===== src/rtl/uart_pkg.sv =====
// rtl/uart_pkg.sv - shared types and constants for the UART transmit arbiter
// Purpose: controller state encoding and 8N1 frame timing constants used by
//          uart_tx_arb and its round-robin picker.
// Ports:   none (package).

package uart_pkg;

  // Controller states: IDLE accepts a new grant, WAIT_BUSY holds start until
  // the transmitter reports it has taken the byte, WAIT_DONE waits for the
  // stop bit, GUARD stretches the line-idle time between frames.
  typedef enum logic [1:0] {
    IDLE      = 2'd0,
    WAIT_BUSY = 2'd1,
    WAIT_DONE = 2'd2,
    GUARD     = 2'd3
  } arb_state_t;

  // Start bit + 8 data bits + stop bit.
  localparam int UART_FRAME_BITS = 10;

  // Shortest start-to-start period with continuous requests and no guard.
  localparam int UART_TX_PERIOD_MIN = 12;

endpackage


===== src/rtl/uart_tx_arb_rr_pick.sv =====
// rtl/uart_tx_arb_rr_pick.sv - combinational round-robin picker
// Purpose: choose the first pending request after the last served index,
//          wrapping modulo N_REQ.
// Ports:   i_req    - request vector
//          i_last   - index of the last requester served
//          o_valid  - at least one request pending
//          o_winner - index of the selected requester
//          o_onehot - one-hot form of o_winner (zero when o_valid is low)

module rr_pick #(
  parameter int N_REQ = 4,
  parameter int GW    = (N_REQ > 1) ? $clog2(N_REQ) : 1
) (
  input  logic [N_REQ-1:0] i_req,
  input  logic [GW-1:0]    i_last,
  output logic             o_valid,
  output logic [GW-1:0]    o_winner,
  output logic [N_REQ-1:0] o_onehot
);

  logic [GW-1:0] w_idx;

  // Walk the indices last+1, last+2, ... wrapping at N_REQ-1 so that
  // non-power-of-two requester counts wrap correctly. The first pending
  // index met on this walk wins; the last served index is checked last.
  always_comb begin
    o_valid  = 1'b0;
    o_winner = '0;
    o_onehot = '0;
    w_idx    = i_last;
    for (int k = 0; k < N_REQ; k++) begin
      if (w_idx == GW'(N_REQ - 1)) begin
        w_idx = '0;
      end else begin
        w_idx = w_idx + GW'(1);
      end
      if (!o_valid && i_req[w_idx]) begin
        o_valid  = 1'b1;
        o_winner = w_idx;
      end
    end
    if (o_valid) begin
      o_onehot[o_winner] = 1'b1;
    end
  end

endmodule


===== src/rtl/uart_tx_arb.sv =====
// rtl/uart_tx_arb.sv - round-robin arbiter sharing one 8N1 UART transmitter
// Purpose: grants one pending requester byte at a time to a level-triggered
//          transmitter, sequences start/finish, then enforces a guard gap.
// Ports:   clk       - clock, one UART bit per cycle
//          rst       - asynchronous active-high reset
//          req       - per-requester level request, held until ack
//          req_data  - requester i byte on bits [8i+7:8i]
//          ack       - one-cycle one-hot pulse, byte captured
//          tx_start  - transmitter start
//          tx_data   - registered byte presented to the transmitter
//          tx_finish - transmitter idle / stop-bit flag
//          busy      - controller not in IDLE
//          grant_id  - index of the last requester served

module uart_tx_arb #(
  parameter int N_REQ     = 4,
  parameter int GUARD_CYC = 0,
  localparam int GW       = $clog2(N_REQ)
) (
  input  logic                 clk,
  input  logic                 rst,
  input  logic [N_REQ-1:0]     req,
  input  logic [8*N_REQ-1:0]   req_data,
  output logic [N_REQ-1:0]     ack,
  output logic                 tx_start,
  output logic [7:0]           tx_data,
  input  logic                 tx_finish,
  output logic                 busy,
  output logic [GW-1:0]        grant_id
);

  import uart_pkg::*;

  arb_state_t       r_state;
  logic             r_tx_start;
  logic [7:0]       r_tx_data;
  logic [N_REQ-1:0] r_ack;
  logic             r_busy;
  logic [GW-1:0]    r_grant;
  logic [7:0]       r_guard;

  logic             w_valid;
  logic [GW-1:0]    w_winner;
  logic [N_REQ-1:0] w_onehot;
  logic [7:0]       w_bytes [N_REQ];

  always_comb begin
    for (int k = 0; k < N_REQ; k++) begin
      w_bytes[k] = req_data[8*k +: 8];
    end
  end

  rr_pick #(
    .N_REQ (N_REQ),
    .GW    (GW)
  ) u_pick (
    .i_req    (req),
    .i_last   (r_grant),
    .o_valid  (w_valid),
    .o_winner (w_winner),
    .o_onehot (w_onehot)
  );

  // A reset mid-frame lands in IDLE, where a grant still needs tx_finish=1;
  // a transmitter that is still shifting therefore blocks the next start.
  always_ff @(posedge clk or posedge rst) begin
    if (rst) begin
      r_state    <= IDLE;
      r_tx_start <= 1'b0;
      r_tx_data  <= 8'h00;
      r_ack      <= '0;
      r_busy     <= 1'b0;
      r_grant    <= GW'(N_REQ - 1);
      r_guard    <= 8'd0;
    end else begin
      r_ack <= '0;
      case (r_state)
        IDLE: begin
          if (tx_finish && w_valid) begin
            r_tx_data  <= w_bytes[w_winner];
            r_tx_start <= 1'b1;
            r_ack      <= w_onehot;
            r_grant    <= w_winner;
            r_busy     <= 1'b1;
            r_state    <= WAIT_BUSY;
          end
        end
        WAIT_BUSY: begin
          // finish dropping is the transmitter's proof it latched the byte
          if (!tx_finish) begin
            r_tx_start <= 1'b0;
            r_state    <= WAIT_DONE;
          end
        end
        WAIT_DONE: begin
          if (tx_finish) begin
            if (GUARD_CYC == 0) begin
              r_busy  <= 1'b0;
              r_state <= IDLE;
            end else begin
              r_guard <= 8'(GUARD_CYC);
              r_state <= GUARD;
            end
          end
        end
        GUARD: begin
          // the cycle that sees a count of 1 is the last guard cycle
          if (r_guard <= 8'd1) begin
            r_guard <= 8'd0;
            r_busy  <= 1'b0;
            r_state <= IDLE;
          end else begin
            r_guard <= r_guard - 8'd1;
          end
        end
        default: begin
          r_tx_start <= 1'b0;
          r_busy     <= 1'b0;
          r_state    <= IDLE;
        end
      endcase
    end
  end

  assign ack      = r_ack;
  assign tx_start = r_tx_start;
  assign tx_data  = r_tx_data;
  assign busy     = r_busy;
  assign grant_id = r_grant;

endmodule


===== config.mk =====
export PLATFORM = sky130hd
export DESIGN_NAME = uart_tx_arb
export DESIGN_NICKNAME = d
export VERILOG_FILES = /design/src/rtl/uart_pkg.sv /design/src/rtl/uart_tx_arb_rr_pick.sv /design/src/rtl/uart_tx_arb.sv
export SDC_FILE = /design/constraint.sdc
export NUM_CORES = 1
export LEC_CHECK = 0
export CAP_MARGIN = 20
export CELL_PAD_IN_SITES_DETAIL_PLACEMENT = 1
export CELL_PAD_IN_SITES_GLOBAL_PLACEMENT = 1
export CORE_MARGIN = 8
export CORE_UTILIZATION = 31
export CTS_CLUSTER_SIZE = 40
export DETAILED_ROUTE_END_ITERATION = 10
export GPL_TIMING_DRIVEN = 0
export PLACE_DENSITY = 0.75
export SETUP_SLACK_MARGIN = 0.2
export SYNTH_ARGS = -nofsm -noshare
export SYNTH_HDL_FRONTEND = slang
export SYNTH_HIERARCHICAL = 1
export SYNTH_SLANG_ARGS = --single-unit
export TNS_END_PERCENT = 100

===== constraint.sdc =====
create_clock -name clk -period 2.2 [get_ports clk]
set_clock_uncertainty 0.05 [all_clocks]
set_input_delay 0.55 -clock clk [delete_from_list [all_inputs] [get_ports clk]]
set_output_delay 0.55 -clock clk [all_outputs]
set_load 0.03 [all_outputs]

==> results.toml, run 1 <==
[sta]
slew_viol_final = 0
tightestPinTransition_ns = 0.443
fin_crit_ns = 2.47
setup_slack_ns = -0.268
clock.fmax_mhz = 405
rsz0062_at_grt = "yes"
max_slew_margin_pct = 70.4
finalSetupViolCount = 8
finalHoldViolCount = 0
min_period_over_period_pct = 112

[global_route]
grt-ovfl-total = 0
antenna_found_initial = 0
track_usage_pct = 13.4
grt_max_degree = 27
grt_first_pass_wirelength_um = 8090
grt_pass1_vias = 1607

[layout]
final_area_sq_um = 2410
syn_to_final_growth_pct = 50.6
seqCellArea_sq_um = 653
layout-drive-gt1-share_pct = 23.8
multi_input_area_sq_um = 940
num-fill-cells = 529
finalNetCount = 245
utilization_pct = 47.8
diodes = 0

[drt]
drc = 0
drt_iter0_drc = 78
final_antenna_net_count = 0
drt-total-wl_um = 4690
detail_route.wl_per_cell_um = 17.2
drt-vias-per-instance = 5.12
first_pass_iters = 4
num_vias = 1393

[synthesis]
synth_ff_type = "dfrtp_1"
synth_most_common_cell = "dfrtp_1"
ys_async_sr_fraction_pct = 100
netlist_top_cells_count = "24 x dfrtp_1, 10 x inv_1, 10 x mux2_2, 10 x nand2_1, 9 x o21ai_0"
synth_fp_nets = 182
synth_top_area_share_pct = 37.5
synth_cell_types = 45
synth_area_per_cell_sq_um = 11.4
ys_top_cells_by_area = "dfrtp_1 38%, mux4_2 11%, mux2_2 7.0%"
yosys.area.top_type = "dfrtp_1"
ys_warn_count = 6
syn_inst = 140
syn-cell-area_sq_um = 1600
ys_seq_area_share_pct = 40.8
synth-seq-cells = 26
synth_edf_count = 0

[critical_path]
cp-start-kind = "register"
cp_slowest_cell = "dfstp_2"
critical_path_class = "reg -> reg"
critPathMaxStageDelay_ns = 0.61
crit_family = "multiplexers"
rr_worst_depth = 6
end_kind = "register"
cp.arrival_ns = 2.58
critical_path_depth = 6
critical_path_buf_inv_count = 1
cpMostUsedCell = "mux2_4"
worstPathMaxFanout = 6
cp.required_ns = 2.31
path_cells = "mux2_4 > or3_4 > nand4_4 > buf_8 > mux4_2 > mux2_4"

[power_and_ir_drop]
cellLeakagePower_nw = 1.02
clkPwrFrac_pct = 10.2
switching_power_mw = 1.07
swShare_pct = 38.7
power.ir.vdd_worst_mv = 0.547
seqPwrFrac_pct = 26.7
report.power.total_mw = 2.75
p_per_area_nw_per_um2 = 1140
intPower_mw = 1.69
pwr-share-comb_pct = 63.1

[clocking]
numCtsBuffers = 3
clk-insertion-delay-late_ns = 0.27
cts.sinks = 26
clockBufferDepth = 2
htree_levels = 1
clk_pin_slew_worst_paths_ns = 0.09
cts_root_buffer = "clkbuf_8"
cts_tree = "yes"

[worst_hold_path]
hp-class = "reg -> reg"
worstHoldPathCells = 1

[die]
num_rows = 26
core_area_sq_um = 5040
die_y_um = 87.9
initial_core_util_pct = 31.8
pin_count = 55
dieArea_sq_um = 7720
die_width_um = 87.9

[status]
status = "complete, but fails checks"
violations = "setup timing"

[placed_design]
dpl.hpwl_um = 3620
portBuffers = 54
routabilityCongestion = 0.848
place_area_sq_um = 2230

[job]
max_cap_violations = 0
==> power by group through the flow <==
stage / registers [mW] / clock network, mW / logic (mW)
finish: 0.733 / 0.282 / 1.74
global route: 0.752 / 0.312 / 1.85
CTS: 0.733 / 0.295 / 1.74
detailed placement: 0.742 / 0 / 1.49
global placement: 0.726 / 0 / 1.45
floorplan: 0.964 / 0 / 0.764
==> layout make-up <==
cell class              instances  share of cell area [%]
flip-flops and latches         26                    27.1
multi-input cells             100                    39.0
well taps                      70                    3.63
inverters                      10                    1.56
repair buffers                 58                    25.2
clock buffers                   4                    1.87
plain buffers                   4                    1.71
==> path summary, 6_finish.rpt <==
| check | startpoint | to | slack [ns] |
|---|---|---|---|
| setup / recovery | grant_id[0] | tx_data[4] | -0.27 |
| setup reg to reg | grant_id[0] | tx_data[4] | -0.27 |
| hold / removal | tx_data[5] | tx_data[5] | 0.47 |
| max in group asynchronous | rst | grant_id[1] | 1.05 |
| hold reg to reg | tx_data[5] | tx_data[5] | 0.47 |
| min in group asynchronous | rst | tx_data[0] | 0.52 |
==> cell families (layout without fill, tap and decap cells) <==
logic type,count (synthesis),count (layout),share of synthesized area (%)
and+or+nand+nor,50,50,20.0
AOI/OAI and AO/OA,26,26,11.6
DFF,26,26,40.8
muxes,21,21,20.8
buffers and inverters,14,76,4.45
adders and majority gates,3,3,2.34
==> repair_timing <==
item / 4_1_cts / 5_1_grt
gates cloned: 1 / 0
pin swaps: 2 / 1
endpoints found under the setup margin: 12 / 11
gates resized for setup: 22 / 7
hold buffers: 0 / 0
setup buffers: 2 / 0
==> metrics by stage <==
| stage | TNS, ns | cells | hold slack, ns | setup WS (ns) |
|---|---|---|---|---|
| after floorplan | -2.55 | 140 | 0.447 | -0.319 |
| after detailed placement | -6.79 | 264 | 0.449 | -0.811 |
| after CTS | -2.11 | 271 | 0.473 | -0.289 |
| after global routing | -2.50 | 272 | 0.495 | -0.325 |
| after global placement | -6.15 | 264 | 0.440 | -0.753 |
| final | -2.07 | 272 | 0.472 | -0.268 |
==> registers in the layout, indices dropped and copies added (netlist names) <==
name      count
tx_start      1
ack           4
tx_data       8
busy          1
grant_id      2
r_guard       8
r_state       2
==> placed cells by master (no fill, tap or decap), drive strengths merged, types with 3 or more instances in the layout <==
master,netlist,routed
nand3,3,3
mux2,12,12
ha,3,3
inv,10,10
clkbuf,1,5
or3,3,3
and2,6,6
nor2,9,9
mux4,8,8
a21o,3,3
o21ai,10,10
buf,3,7
clkdlybuf4s50,0,46
dlygate4sd2,0,5
dfrtp,24,24
nor3,4,4
nand2,10,10
==> metal layers <==
metal | track usage [%] | up-vias | share of wire [%]
li1 | - | 639 | -
met1 | 15.2 | 696 | 43
met2 | 23.0 | 54 | 49
met3 | 4.69 | 4 | 7.2
met4 | 3.75 | 0 | 0.77
met5 | 0 | - | 0
No activity file was read; power rests on OpenSTA's default activity.
==> run 2: changes to the inputs <==
Settings changed: SKIP_LAST_GASP set to 1.
==> results of run 2 <==
No change in the layout: final DEF, timing and power equal those of run 1.
==> run 3: changes to the inputs <==
Settings changed: MAX_ROUTING_LAYER set to met4.
==> run 3 against run 2 <==
Compared with the run above: the flow still finishes with violations (setup timing); sequential power about the same; count of clock-buffer cells in the layout unchanged; via count decreased by 1.8%; sequential share of layout area about the same; critical path type unchanged.
==> results.toml, run 3 (synthesis gave the netlist of run 1 again) <==
[status]
status = "complete, but fails checks"
violations = "setup timing"

[sta]
fin_crit_ns = 2.48
setup_slack_ns = -0.278
slew_viol_final = 0
whs_ns = 0.415
max_slew_margin_pct = 73.4
tightestPinTransition_ns = 0.398
min_period_over_period_pct = 113
finalHoldViolCount = 0
finalSetupViolCount = 8
rsz0062_at_grt = "yes"
clock.fmax_mhz = 403

[layout]
num-fill-cells = 532
diodes = 0
seqCellArea_sq_um = 653
finalNetCount = 245
final_cell_mix = "47 x clkdlybuf4s50_1, 24 x dfrtp_1, 10 x nand2_1, 10 x inv_1"
multi_input_area_sq_um = 940
layout_commonest_cell = "clkdlybuf4s50_1"
final_area_sq_um = 2410
syn_to_final_growth_pct = 50.5
layout-drive-gt1-share_pct = 23.8

[placed_design]
place_area_sq_um = 2230
dpl.hpwl_um = 3620
portBuffers = 54
routabilityCongestion = 0.861

[die]
die_y_um = 87.9
die_width_um = 87.9
initial_core_util_pct = 31.8
pin_count = 55
num_rows = 26
dieArea_sq_um = 7720
core_area_sq_um = 5040

[global_route]
grt_max_degree = 27
grt_pass1_vias = 1614
track_usage_pct = 13.7
antenna_found_initial = 0
grt-ovfl-total = 0
grt_first_pass_wirelength_um = 8050

[drt]
first_pass_iters = 4
detail_route.wl_per_cell_um = 17.2
num_vias = 1368
drc = 0
drt-vias-per-instance = 5.03
drt-total-wl_um = 4680
final_antenna_net_count = 0
drt_iter0_drc = 57

[critical_path]
cp.required_ns = 2.31
worstPathMaxFanout = 6
cp.arrival_ns = 2.59
cp-start-kind = "register"
end_kind = "register"
critical_path_class = "reg -> reg"

[clocking]
cts_root_buffer = "clkbuf_8"
cts_tree = "yes"
numCtsBuffers = 3
htree_levels = 1
cts.sinks = 26
clk-insertion-delay-late_ns = 0.27
clockBufferDepth = 2
clk_pin_slew_worst_paths_ns = 0.10

[job]
max_cap_violations = 0

[power_and_ir_drop]
power.ir.vdd_worst_mv = 0.547
cellLeakagePower_nw = 1.01
p_per_area_nw_per_um2 = 1150

[worst_hold_path]
hp-class = "in -> async"
run 3: worst paths after layout:
kind	start	end	depth (start not counted)	slack, ns
setup reg to reg	grant_id[0]	tx_data[2]	6	-0.28
setup / recovery	grant_id[0]	tx_data[2]	6	-0.28
min in group clk	tx_data[5]	tx_data[5]	1	0.47
max in group asynchronous	rst	grant_id[1]	3	1.23
hold / removal	rst	tx_data[0]	2	0.42
hold reg to reg	tx_data[5]	tx_data[5]	1	0.47
run 3: through the flow:
step	worst slack (ns)	total power, mW	utilization [%]	instances	TNS (ns)
after floorplan	-0.319	1.73	-	140	-2.55
after global placement	-0.753	2.17	44.2	264	-6.15
after detailed placement	-0.811	2.23	44.2	264	-6.79
after CTS	-0.289	2.77	47.0	271	-2.11
after global routing	-0.326	2.92	47.8	272	-2.53
final	-0.278	2.76	47.8	272	-2.09
run 3: timing repair:
item | in CTS | in global routing
resized for setup | 22 | 6
gates cloned | 1 | 0
setup buffers | 2 | 0
pin swaps | 2 | 1
hold buffers | 0 | 0
endpoints found under the setup margin | 12 | 10
run 3: worst max-delay path: stages (launching register included):
cell	delay (ns)
dfstp_2	0.61
mux2_4	0.31
or3_4	0.34
nand4_4	0.12
clkbuf_16	0.17
mux4_2	0.49
mux2_4	0.27
run 3: area by class of cell:
cell class / count / area share, %
clock buffers: 4 / 1.87
well taps: 70 / 3.63
repair buffers: 58 / 25.1
multi-input cells: 100 / 39.0
flip-flops and latches: 26 / 27.1
plain buffers: 4 / 1.71
inverters: 10 / 1.56
run 3: report_power, final:
group          internal (mW)  switching (mW)
clock network          0.130           0.158
registers              0.623           0.111
logic                  0.936           0.806
total                   1.69            1.08
run 3: routing by layer:
layer	vias up	GRT usage [%]	wire length [um]
li1	638	-	-
met1	678	16.0	2180
met2	48	23.0	2250
met3	4	3.19	215
met4	0	3.75	38
met5	-	-	0
==> RTL change 1 (config.mk and constraints of run 2) <==
`GUARD_CYC`: 0 -> 1.
--- a/src/rtl/uart_tx_arb.sv
+++ b/src/rtl/uart_tx_arb.sv
@@ -15,5 +15,5 @@
 module uart_tx_arb #(
   parameter int N_REQ     = 4,
-  parameter int GUARD_CYC = 0,
+  parameter int GUARD_CYC = 1,
   localparam int GW       = $clog2(N_REQ)
 ) (
Function: changed (Yosys sat finds a counterexample within 4 cycles, from zero or initial values and one cycle with rst high).
==> RTL change 1 against run 2 <==
Routed wire length increased by 6.8%. Critical path type unchanged. Non-clock buffer count increased by 3. Core utilization increased by 0.65 points. Sequential cell count unchanged. Via count is 6.3% higher. Worst setup slack improved by 290 ps. First-iteration DRC count is 74% lower. Clock power rose by 43%. Synthesized area rose by 1.5%. Synthesized cell count up 19%. Power grew 21%. Sequential share of layout area down 0.54 points. Design area up 2.0%.
==> RTL change 1: results (changes against run 2) <==
Int Pwr: 1.93 mW (+14%)
Via count: 1481 (+6.3%)
Nets: 278 (+13%)
Yosys cell types: 41 (-8.9%)
Pre-CTS setup slack: -535 ps (+276 ps)
Post-CTS sizing: 10 (-55%)
Multiplexer area fraction after synthesis: 13.2% (-7.5 points)
H-Tree Depth: 1 (unchanged)
Synth Area in XOR/XNOR: 2.16% (+2.2 points)
Routed WL: 5010 um (+6.8%)
HP Class: in -> async
1st-pass router iterations: 4 (unchanged)
Post-synthesis adder-cell area fraction: 5.39% (+3.0 points)
Max VDD drop: 0.000585 V (+7.0%)
Placer Congestion: 0.800 (-5.6%)
DR iter-0 viols: 20 (-74%)
Grt met1 use: 15.1% (-0.087 points)
Syn Nets: 213 (+17%)
Crit Path Max Fanout: 5 (-1)
Sequential Power Share: 25.3% (-1.4 points)
Final setup viols: 0 (-8)
Commonest cells in the netlist: 38 x nand2_1, 24 x dfrtp_1, 11 x nor2_1
Number of post-CTS setup repair buffers: 4 (+2)
Slew @ Worst Pin: 527 ps (+83.4 ps)
Clk pwr share: 12.1% (+1.9 points)
Met2 usage: 23.8% (+0.78 points)
Status: complete, no violations
Register area share after synthesis: 40.2% (-0.60 points)
Share of cells above drive strength 1: 18.6% (-5.1 points)
Number of port buffers: 53 (-1.9%)
First-pass GRT wire length: 8160 um (+0.94%)
Number of global-route vias before repair: 1690 (+5.2%)
Met3 Wirelength: 236 um (-30%)
Met3 usage in global routing: 3.16% (-1.5 points)
DP HPWL: 3700 um (+2.1%)
Clock slew at reported path FFs: 100 ps
Fill cell count: 601 (+14%)
Cell leakage power: 1.09 nW (+7.3%)
CP max stage delay: 590 ps (-20 ps)
Largest cells by area after synthesis: dfrtp_1 37%, mux4_2 11%, nand2_1 8.8%
Synth Area in Compound Gates: 13.1% (+1.4 points)
Wl on met1: 2080 um (+2.8%)
GRT Overall Usage: 13.1% (-0.23 points)
Met2 routed WL: 2660 um (+16%)
## RTL change 1: changes by cell type in the layout (fill, tap and decap cells not counted), moves of 3 or more
cell | before | now
o21ai_0 | 9 | 6
nand2_1 | 10 | 38
mux2_4 | 9 | 1
ha_1 | 2 | 6
a21oi_1 | 1 | 7
o21ai_2 | 0 | 4
a21o_1 | 3 | 0
mux2_2 | 3 | 0
xnor2_1 | 0 | 4
## RTL change 1: metrics by stage
step | area (um^2) | cells | power (mW)
6_report | 2460 | 301 | 3.34
5_1_grt | 2460 | 301 | 3.59
4_1_cts | 2390 | 299 | 3.29
3_5_place_dp | 2280 | 290 | 2.76
3_3_place_gp | 2280 | 290 | 2.70
2_1_floorplan | 1660 | 167 | 2.18
## RTL change 1: worst max-delay path, delay by kind of cell (launching register included)
kind / cells / cell delay, ps
DFF: 1 / 590
muxes: 1 / 490
AOI/OAI and AO/OA: 1 / 300
and+or+nand+nor: 2 / 140
adders and majority gates: 1 / 210
buffers and inverters: 2 / 310
## RTL change 1: path summary, 6_finish.rpt
check	startpoint	end	slack, ps	cells after the start
min in group clk	tx_data[4]	tx_data[4]	440	2
worst min-delay path	rst	tx_data[4]	410	2
max in group asynchronous	rst	grant_id[0]	1230	3
worst max-delay path	grant_id[0]	tx_data[0]	20	7
worst max register to register	grant_id[0]	tx_data[0]	20	7
worst min register to register	tx_data[4]	tx_data[4]	440	2
## RTL change 1: final cells by class
cell class | instances | area share (%)
multi-input cells | 127 | 39.3
flip-flops and latches | 26 | 26.5
plain buffers | 5 | 1.88
clock inverters | 1 | 1.22
well taps | 70 | 3.56
inverters | 9 | 1.37
repair buffers | 60 | 24.5
clock buffers | 3 | 1.68
==> RTL change 2 (flow settings as in run 2) <==
Made on the original files. Encoding of `arb_state_t`: now one-hot (4 bits for 4 states).
--- a/src/rtl/uart_pkg.sv
+++ b/src/rtl/uart_pkg.sv
@@ -9,9 +9,9 @@
   // the transmitter reports it has taken the byte, WAIT_DONE waits for the
   // stop bit, GUARD stretches the line-idle time between frames.
-  typedef enum logic [1:0] {
-    IDLE      = 2'd0,
-    WAIT_BUSY = 2'd1,
-    WAIT_DONE = 2'd2,
-    GUARD     = 2'd3
+  typedef enum logic [3:0] {
+    IDLE      = 4'b0001,
+    WAIT_BUSY = 4'b0010,
+    WAIT_DONE = 4'b0100,
+    GUARD     = 4'b1000
   } arb_state_t;
 
Behaviour: same outputs for any inputs over 10 cycles, from zero or initial values and one cycle with rst high; not proved beyond that.
==> RTL change 2 against run 2 <==
The flow still finishes with violations (setup timing). First-iteration DRC count fell by 71%. Power up 1.2%. Design area shrank 18%. Sequential power decreased by 10%. Combinational power grew 8%. Worst hold slack worse by 12 ps. Sequential cell count is 7 lower. Worst setup slack better by 34 ps. Global-route usage down 0.45 points. Synthesized area down 22%. Routed wire length down 16%. Critical path type unchanged.
==> RTL change 2: results (changes against run 2) <==
CTS root buffer: clkbuf_8
Max VDD drop: 0.000719 V (+31%)
Largest net degree at the start of global routing: 20 (-26%)
Worst reg2reg path startpoint: grant_id[0]
Cells after synthesis: 98 (-30%)
Fill cell count: 423 (-20%)
Status: finished with violations
Syn Nets: 138 (-24%)
Fin util: 50.4% (+2.6 points)
Met3 usage in global routing: 3.27% (-1.4 points)
DR iter-0 viols: 23 (-71%)
Number of port buffers: 54 (unchanged)
Largest cells by area after synthesis: dfrtp_1 32%, mux4_2 14%, mux2_4 11%
Cell leakage power: 0.834 nW (-18%)
Clock slew at reported path FFs: 70 ps (-20 ps)
Final setup viols: 8 (unchanged)
Share of cells above drive strength 1: 26.9% (+3.1 points)
Inst Count DP: 202 (-23%)
Number of global-route vias before repair: 1214 (-24%)
Hold Path Origin: tx_data[6]
Pre-CTS setup slack: -818 ps (-7.13 ps)
Met3 Wirelength: 122 um (-64%)
Placed instance area: 0.00185 mm^2 (-17%)
Critical Path AT: 2530 ps (-50 ps)
Final TNS setup: -1830 ps (+241 ps)
Placer Congestion: 0.728 (-14%)
Register area share after synthesis: 38.3% (-2.4 points)
Commonest cells in the netlist: 16 x dfrtp_1, 9 x mux2_4, 8 x mux4_2
Yosys cell types: 40 (-11%)
Crit Path Max Fanout: 5 (-1)
Met2 usage: 23.6% (+0.57 points)
DP HPWL: 3050 um (-16%)
GRT Overall Usage: 12.9% (-0.45 points)
Wl on met1: 1420 um (-30%)
Int Pwr: 1.69 mW (+0.26%)
Vias per cell: 4.94 (-3.5%)
Grt met1 use: 13.6% (-1.6 points)
Failing checks: setup timing
WL/cell: 18.6 um (+8.2%)
Met2 routed WL: 2290 um (+0.13%)
Via count: 1038 (-25%)
Crit path setup slack, layout: -235 ps (+33.5 ps)
Relative slew slack: 51.8% (-19 points)
Initial antenna violation count: 0 (unchanged)
First-pass GRT wire length: 6290 um (-22%)
==> RTL change 2: changes by cell type after synthesis, moves of 3 or more <==
cell	before	now
mux2_4	2	9
mux2_2	10	2
inv_1	10	6
nand2_1	10	5
nor2_1	8	5
dfrtp_1	24	16
o21ai_0	9	3
==> RTL change 2: logic make-up (layout without fill, tap and decap cells) <==
kind of cell | Yosys count | after routing | synth area share [%]
AOI/OAI and AO/OA | 16 | 16 | 10.0
buffers and inverters | 10 | 72 | 5.10
xor gates and xnor gates | 1 | 1 | 0.701
muxes | 19 | 19 | 27.0
DFF | 19 | 19 | 38.3
and+or+nand+nor | 32 | 32 | 17.8
adders and majority gates | 1 | 1 | 1.00
==> RTL change 2: timing repair <==
item / CTS / global route
gates cloned: 1 / 0
endpoints found under the setup margin: 12 / 12
resized for setup: 17 / 3
buffers inserted: 2 / 1
pin swaps: 1 / 1
==> RTL change 2: power groups by stage <==
stage	Clock [mW]	Sequential (mW)	Combinational [mW]
after floorplan	0	0.903	0.920
after global placement	0	0.661	1.65
after detailed placement	0	0.671	1.68
after CTS	0.256	0.664	1.89
after global routing	0.273	0.690	2.00
final	0.245	0.659	1.88
==> RTL change 2: worst paths after layout <==
check,to,slack (ps),cells past startpoint
worst max-delay path,tx_data[7],-230,6
worst min-delay path,tx_data[6],460,1
worst max register to register,tx_data[7],-230,6
worst min register to register,tx_data[6],460,1
max in group asynchronous,tx_data[6],980,2
min in group asynchronous,tx_data[2],650,2
==> RTL change 2: layout make-up <==
class	count	area share (%)
sequential	19	24.1
inverter	6	1.13
tap	50	3.15
buffer	4	2.46
timing repair buffer	58	29.5
multi-input combinational	69	37.4
clock buffer	4	2.27
